$ cat config.mk
export PLATFORM = sky130hd
export DESIGN_NAME = rxframe_parser
export DESIGN_NICKNAME = d
export VERILOG_FILES = /design/src/rtl/rxframe_parser.sv
export SDC_FILE = /design/constraint.sdc
export NUM_CORES = 1
export LEC_CHECK = 0
export ABC_AREA = 0
export CAP_MARGIN = 20
export CORE_ASPECT_RATIO = 0.75
export CORE_UTILIZATION = 50
export CTS_CLUSTER_DIAMETER = 200
export DETAILED_ROUTE_END_ITERATION = 16
export DONT_BUFFER_PORTS = 1
export MAX_ROUTING_LAYER = met4
export PLACE_DENSITY = 0.68
export SYNTH_ARGS = -nofsm -noshare
export SYNTH_HDL_FRONTEND = slang
export SYNTH_SLANG_ARGS = --single-unit
export TNS_END_PERCENT = 10
$ cat constraint.sdc
create_clock -name sys_clk -period 3.1 [get_ports sys_clk]
set_clock_uncertainty 0.2 [all_clocks]
set_input_delay 0.31 -clock sys_clk [delete_from_list [all_inputs] [get_ports sys_clk]]
set_output_delay 0.31 -clock sys_clk [all_outputs]
set_load 0.005 [all_outputs]
$ cat src/rtl/rxframe_parser.sv
// rxframe_parser -- byte-stream frame parser for a sensor bus node.
//
// Frame: HEAD1 HEAD2 LEN_H LEN_L DEV_ID SID RW data[0..LEN-4] CHK_H CHK_L
//   LEN counts DEV_ID through the last data byte; CHK is the 16-bit sum of
//   LEN_H through the last data byte.
//
// Ports:
//   sys_clk      in   clock, rising edge
//   sys_rst      in   asynchronous reset, active-low
//   rx_flag      in   one-cycle strobe, rx_data valid
//   rx_data      in   [7:0] received byte
//   ret_cmd      out  [3:0] response code (0 ACK, 1 CRC, 2 LEN, 3 SID error)
//   ret_cmd_flg  out  one-cycle strobe, ret_cmd valid
//   sen_sel      out  [N_SEN-1:0] one-hot target sensor
//   sen_rw       out  1 = write, 0 = read
//   sen_len      out  [3:0] payload byte count
//   sen_data     out  [8*MAX_DATA-1:0] payload, first byte in [7:0]
//   sen_cmd_vld  out  one-cycle strobe, sen_* valid
module rxframe_parser #(
  parameter logic [7:0] HEAD1       = 8'hAA,
  parameter logic [7:0] HEAD2       = 8'h55,
  parameter logic [7:0] MY_ID       = 8'h01,
  parameter int         N_SEN       = 4,
  parameter int         MAX_DATA    = 4,
  parameter int         TIMEOUT_CYC = 50000
) (
  input  logic                  sys_clk,
  input  logic                  sys_rst,
  input  logic                  rx_flag,
  input  logic [7:0]            rx_data,
  output logic [3:0]            ret_cmd,
  output logic                  ret_cmd_flg,
  output logic [N_SEN-1:0]      sen_sel,
  output logic                  sen_rw,
  output logic [3:0]            sen_len,
  output logic [8*MAX_DATA-1:0] sen_data,
  output logic                  sen_cmd_vld
);

  typedef enum logic [3:0] {
    S_WAIT, S_HEAD2, S_LEN_H, S_LEN_L, S_DEV, S_SID, S_RW,
    S_DATA, S_CHK_H, S_CHK_L, S_SKIP
  } state_t;

  localparam logic [3:0]  ACK_OK  = 4'h0;
  localparam logic [3:0]  ERR_CRC = 4'h1;
  localparam logic [3:0]  ERR_LEN = 4'h2;
  localparam logic [3:0]  ERR_SID = 4'h3;
  localparam logic [15:0] LEN_MAX = 16'(MAX_DATA + 3);
  localparam logic [7:0]  N_SEN_B = 8'(N_SEN);
  localparam logic [31:0] TO_LAST = 32'(TIMEOUT_CYC - 1);

  state_t                state;
  logic [7:0]            len_hi;
  logic [15:0]           len;
  logic [15:0]           chk;
  logic [7:0]            chk_hi;
  logic [16:0]           skip_cnt;
  logic                  skip_err;
  logic                  bcast;
  logic [7:0]            sid;
  logic                  rw;
  logic [3:0]            plen;
  logic [3:0]            cnt;
  logic [8*MAX_DATA-1:0] dbuf;
  logic [31:0]           tcnt;

  logic [15:0]           len_full;
  logic [15:0]           chk_add;
  logic                  timeout;
  logic [8*MAX_DATA-1:0] data_masked;

  assign len_full = {len_hi, rx_data};
  assign chk_add  = chk + {8'h00, rx_data};
  assign timeout  = (state != S_WAIT) && !rx_flag && (tcnt == TO_LAST);

  // Payload buffer keeps stale bytes from longer earlier frames; zero them.
  always_comb begin
    data_masked = '0;
    for (int i = 0; i < MAX_DATA; i++) begin
      if (i < int'(plen)) data_masked[8*i +: 8] = dbuf[8*i +: 8];
    end
  end

  always_ff @(posedge sys_clk or negedge sys_rst) begin
    if (!sys_rst) begin
      state       <= S_WAIT;
      len_hi      <= '0;
      len         <= '0;
      chk         <= '0;
      chk_hi      <= '0;
      skip_cnt    <= '0;
      skip_err    <= 1'b0;
      bcast       <= 1'b0;
      sid         <= '0;
      rw          <= 1'b0;
      plen        <= '0;
      cnt         <= '0;
      dbuf        <= '0;
      tcnt        <= '0;
      ret_cmd     <= '0;
      ret_cmd_flg <= 1'b0;
      sen_sel     <= '0;
      sen_rw      <= 1'b0;
      sen_len     <= '0;
      sen_data    <= '0;
      sen_cmd_vld <= 1'b0;
    end else begin
      ret_cmd_flg <= 1'b0;
      sen_cmd_vld <= 1'b0;

      if (rx_flag || state == S_WAIT) tcnt <= '0;
      else                            tcnt <= tcnt + 32'd1;

      if (rx_flag) begin
        case (state)
          S_WAIT:  if (rx_data == HEAD1) state <= S_HEAD2;
          S_HEAD2: begin
            if (rx_data == HEAD2)      state <= S_LEN_H;
            else if (rx_data == HEAD1) state <= S_HEAD2;
            else                       state <= S_WAIT;
          end
          S_LEN_H: begin
            len_hi <= rx_data;
            chk    <= {8'h00, rx_data};
            state  <= S_LEN_L;
          end
          S_LEN_L: begin
            len  <= len_full;
            chk  <= chk_add;
            plen <= 4'(len_full - 16'd3);
            if (len_full < 16'd4 || len_full > LEN_MAX) begin
              // Bad length: swallow the rest of the frame plus checksum.
              skip_cnt <= {1'b0, len_full} + 17'd2;
              skip_err <= 1'b1;
              state    <= S_SKIP;
            end else begin
              state <= S_DEV;
            end
          end
          S_DEV: begin
            chk   <= chk_add;
            bcast <= (rx_data == 8'hFF);
            if (rx_data == MY_ID || rx_data == 8'hFF) begin
              state <= S_SID;
            end else begin
              // Frame for another node: skip silently.
              skip_cnt <= {1'b0, len} + 17'd1;
              skip_err <= 1'b0;
              state    <= S_SKIP;
            end
          end
          S_SID: begin
            chk   <= chk_add;
            sid   <= rx_data;
            state <= S_RW;
          end
          S_RW: begin
            chk   <= chk_add;
            rw    <= rx_data[0];
            cnt   <= '0;
            state <= S_DATA;
          end
          S_DATA: begin
            chk                     <= chk_add;
            dbuf[8*int'(cnt) +: 8]  <= rx_data;
            cnt                     <= cnt + 4'd1;
            if (cnt == plen - 4'd1) state <= S_CHK_H;
          end
          S_CHK_H: begin
            chk_hi <= rx_data;
            state  <= S_CHK_L;
          end
          S_CHK_L: begin
            state <= S_WAIT;
            // Broadcast frames never answer on ret_cmd.
            if ({chk_hi, rx_data} != chk) begin
              if (!bcast) begin
                ret_cmd     <= ERR_CRC;
                ret_cmd_flg <= 1'b1;
              end
            end else if (sid >= N_SEN_B) begin
              if (!bcast) begin
                ret_cmd     <= ERR_SID;
                ret_cmd_flg <= 1'b1;
              end
            end else begin
              sen_cmd_vld <= 1'b1;
              sen_sel     <= N_SEN'(1) << sid;
              sen_rw      <= rw;
              sen_len     <= plen;
              sen_data    <= data_masked;
              if (!bcast) begin
                ret_cmd     <= ACK_OK;
                ret_cmd_flg <= 1'b1;
              end
            end
          end
          S_SKIP: begin
            skip_cnt <= skip_cnt - 17'd1;
            if (skip_cnt == 17'd1) begin
              state <= S_WAIT;
              if (skip_err) begin
                ret_cmd     <= ERR_LEN;
                ret_cmd_flg <= 1'b1;
              end
            end
          end
          default: state <= S_WAIT;
        endcase
      end else if (timeout) begin
        state <= S_WAIT;
      end
    end
  end

endmodule

==> results of run 1 <==
==> through the flow <==
| stage | cells | hold slack, ns | cell area [µm²] | power (mW) |
|---|---|---|---|---|
| 2_1_floorplan | 1085 | -0.186 | 10300 | 5.22 |
| 3_3_place_gp | 1312 | -0.179 | 10600 | 5.83 |
| 3_5_place_dp | 1312 | -0.179 | 10600 | 5.87 |
| 4_1_cts | 1360 | -0.662 | 11400 | 8.18 |
| 5_1_grt | 1360 | -0.661 | 11400 | 8.65 |
| 6_report | 1360 | -0.648 | 11400 | 8.20 |
==> per-layer routing <==
metal / vias up / global-route usage, % / routed length [µm]
met1: 3911 / 39.2 / 12600
met5: - / - / 0
met3: 28 / 6.44 / 1940
met4: 0 / 8.09 / 359
li1: 3809 / - / -
met2: 278 / 35.0 / 10600
==> placed cells by master (no fill, tap or decap), types with 4 or more instances in the layout <==
| master | netlist | layout |
|---|---|---|
| mux2i_1 | 7 | 7 |
| xor2_1 | 42 | 42 |
| a31oi_1 | 5 | 5 |
| buf_4 | 3 | 34 |
| and4_1 | 6 | 6 |
| nor4b_1 | 5 | 5 |
| a21oi_1 | 36 | 36 |
| nor2_1 | 101 | 101 |
| or3_1 | 8 | 8 |
| nand4_1 | 24 | 24 |
| nand3_1 | 40 | 40 |
| clkinv_4 | 0 | 5 |
| nor4_1 | 18 | 16 |
| nor2b_1 | 7 | 7 |
| nor3_1 | 29 | 29 |
| a21o_1 | 5 | 5 |
| dlygate4sd3_1 | 0 | 16 |
| a22o_1 | 6 | 6 |
| xnor2_1 | 43 | 43 |
| nand3b_1 | 5 | 5 |
| and3_1 | 15 | 15 |
| mux2_2 | 46 | 46 |
| inv_1 | 28 | 28 |
| a221oi_1 | 4 | 4 |
| dfrtp_1 | 197 | 197 |
| or4_1 | 4 | 4 |
| nand2_1 | 138 | 138 |
| o22ai_1 | 7 | 7 |
| o21ai_0 | 97 | 97 |
| nand2b_1 | 14 | 14 |
| o21ai_1 | 5 | 5 |
| inv_6 | 0 | 4 |
| clkbuf_16 | 0 | 17 |
| o221ai_1 | 4 | 4 |
| o31ai_1 | 15 | 15 |
| ha_1 | 24 | 24 |
==> how the worst max path moves through the flow <==
stage | start | to | slack, ns | cells past startpoint
after CTS | chk[7]$_DFFE_PN0P_ | sen_data[23]$_DFFE_PN0P_ | 0.09 | 7
after global placement | chk[7]$_DFFE_PN0P_ | sen_data[4]$_DFFE_PN0P_ | 0.05 | 8
final | chk[7]$_DFFE_PN0P_ | sen_data[23]$_DFFE_PN0P_ | 0.11 | 7
after floorplan | chk[4]$_DFFE_PN0P_ | sen_len[2]$_DFFE_PN0P_ | 0.15 | 8
after detailed placement | chk[7]$_DFFE_PN0P_ | sen_data[23]$_DFFE_PN0P_ | -0.07 | 7
after global routing | rx_data[2] | skip_cnt[4]$_DFFE_PN0P_ | 0.02 | 7
==> flip-flops by register name (all words and copies together) (netlist names), 2 cells and up <==
register and count:
sen_sel 4, chk_hi 8, ret_cmd 2, len_hi 8, dbuf 32, state 4
cnt 4, len 16, sen_data 32, plen 4, chk 16, sen_len 4
sid 8, skip_cnt 17, tcnt 32
==> power by group <==
part           switching (mW)  internal (mW)  leakage (nW)
sequential              0.578           3.02          2.59
combinational            1.29           1.09          2.05
clock                    1.04           1.19         0.285
total                    2.90           5.30          4.93
==> logic make-up after synthesis <==
| family | synth area share, % |
|---|---|
| xor gates and xnor gates | 7.26 |
| muxes | 6.17 |
| buffers and inverters | 3.54 |
| other | 0.0366 |
| adders and majority gates | 3.12 |
| DFF | 48.0 |
| and+or+nand+nor | 20.1 |
| AOI/OAI and AO/OA | 11.8 |
==> repair_timing <==
action | in CTS | in global routing
hold endpoints to repair | 280 | 197
resized for setup | 1 | 0
endpoints found under the setup margin | 38 | 0
==> worst max-delay path: stages (launching register included) <==
cell	delay, ns
dfrtp_1	0.38
ha_1	0.31
nor4_2	0.34
nand4_1	0.13
or4_4	0.52
or4_4	0.58
buf_12	0.22
o21ai_0	0.20
==> cell type report <==
| type | instances | area (µm²) |
|---|---|---|
| clock buffers | 21 | 470 |
| flip-flops and latches | 197 | 4930 |
| fillers | 1740 | 8350 |
| inverters | 28 | 105 |
| well taps | 253 | 317 |
| clock inverters | 11 | 116 |
| repair buffers | 51 | 435 |
| multi-input cells | 799 | 4990 |
==> summary.md, run 1 <==
| Metric | Value |
|---|---|
| Outcome | `finished with violations` |
| Failing checks | `negative hold slack` |
| Leakage | `between 4 and 5 nW` |
| Drt pass-1 iters | `6` |
| First-pass GRT wire length | `between 40,000 and 50,000 µm` |
| Die Span X | `~170 µm` |
| Number of DRC markers in iteration 0 | `just under 800` |
| Residual DRC | `0` |
| Row Count | `44` |
| Power per cell area | `722 nW/µm²` |
| Core ar. | `between 15,000 and 20,000 µm²` |
| Detail Route Antenna Nets | `0` |
| Pin count of the biggest net entering global routing | `just under 200` |
| Port Buf Inserts | `0` |
| CP Capture Type | `flip-flop` |
| Yosys cell types | `57` |
| Worst-path clk slew | `0.07 ns` |
| Final Setup Violations | `0` |
| Crit Path Class | `reg2reg` |
| Critical Path Start Type | `flip-flop` |
| Area leader, netlist | `dfrtp_1` |
| Critical Path RT | `~3.3 ns` |
| Io pins | `58` |
| Maxcap violations | `0` |
| Die Y | `between 100 and 150 µm` |
| Synth warn | `0` |
| Setup WS pre-CTS | `-0.0734 ns` |
| Worst flop-to-flop path startpoint | `chk[7]$_DFFE_PN0P_` |
| Setup_tns | `0 ns` |
| Seq/Total Area, Yosys | `between 40 and 50%` |
| Cts hold-fix bufs | `16` |
| Fin worst setup slack | `0.109 ns` |
| Layout Utilization | `roughly 58%` |
| Slew Viols, Final | `0` |
| DP HPWL | `16,700 µm` |
| Post-synthesis area per instance | `9.46 µm²` |
| RSZ-0062 raised after global routing | `false` |
| CTS sink count | `between 150 and 200` |
| Gpl congestion | `between 0.9 and 1` |
| Vias in the first global route | `around 7,600` |
| Area grow syn2layout | `10.8%` |
| Skew-Pair Late Insertion Delay | `0.45 ns` |
| Worst EP arrival | `approximately 3.2 ns` |
| Via/cell ratio | `5.90` |
| Routed len/inst | `between 15 and 20 µm` |
| Period minus WS final | `2.99 ns` |
| Worst slew pin tran | `0.863 ns` |
| H-Tree Level Count | `4` |
| Post-synth top flop | `dfrtp_1` |
| Max VDD drop | `0.412 mV` |
| EDFF count, synth | `0` |
| Netlist Area Pre-Place | `about 10,000 µm²` |
| Hold Fails Final Rpt | `197` |
| Total GRT Usage | `26.4%` |
| CP max FO | `33` |
| Critical R2R Capture | `sen_data[23]$_DFFE_PN0P_` |
| Most common cell in the synthesized netlist | `dfrtp_1` |
| Cells after synthesis | `between 1,000 and 1,500` |
| #FFs+latches synth | `a little under 200` |
| Overflow after GRT | `0` |
| Dominant cells by area after synthesis | `dfrtp_1 48%, mux2_2 5.0%, nand2_1 5.0%, o21ai_0 4.7%, nor2_1 3.7%` |
| Final wirelength | `approximately 26,000 µm` |
| Final Cycle Share | `96.5%` |
| Rel. slew slack | `between 40% and 50%` |
| Ys async rst share | `between 90% and 100%` |
| Fmax | `between 300 and 400 MHz` |
| Post-CTS setup buffers | `0` |
| Vias | `approximately 8,000` |
| Post-synth top area share | `about half` |
| CTS tree | `built` |
| Total die area | `21,100 µm²` |
| Worst hold slack | `-0.648 ns` |
| R2R cell count | `7` |
| Share of cells above drive strength 1 | `around 11%` |
| Deepest clock path buffer count | `2` |
| Most frequent cells after synthesis | `197 x dfrtp_1, 138 x nand2_1, 101 x nor2_1, 97 x o21ai_0, 53 x clkbuf_1` |
| Initial antenna violation count | `1` |
| HP Class | `in2async` |
| R2R Setup Slk | `approximately 0.11 ns` |
| Fin nets | `around 1,100` |
| Initial Util | `52.1%` |
| Ant diodes | `0` |
| Root Buffer | `clkbuf_16` |
| Total CTS buffers | `17` |
(Power assumes the default switching activity.)
==> inputs of run 2 (changes only) <==
--- a/config.mk
+++ b/config.mk
@@ -12,6 +12,7 @@
 export CTS_CLUSTER_DIAMETER = 200
 export DETAILED_ROUTE_END_ITERATION = 16
 export DONT_BUFFER_PORTS = 1
+export GPL_ROUTABILITY_DRIVEN = 0
 export MAX_ROUTING_LAYER = met4
 export PLACE_DENSITY = 0.68
 export SYNTH_ARGS = -nofsm -noshare
==> results of run 2 <==
Final layout, timing and power as in run 1 (identical DEF).
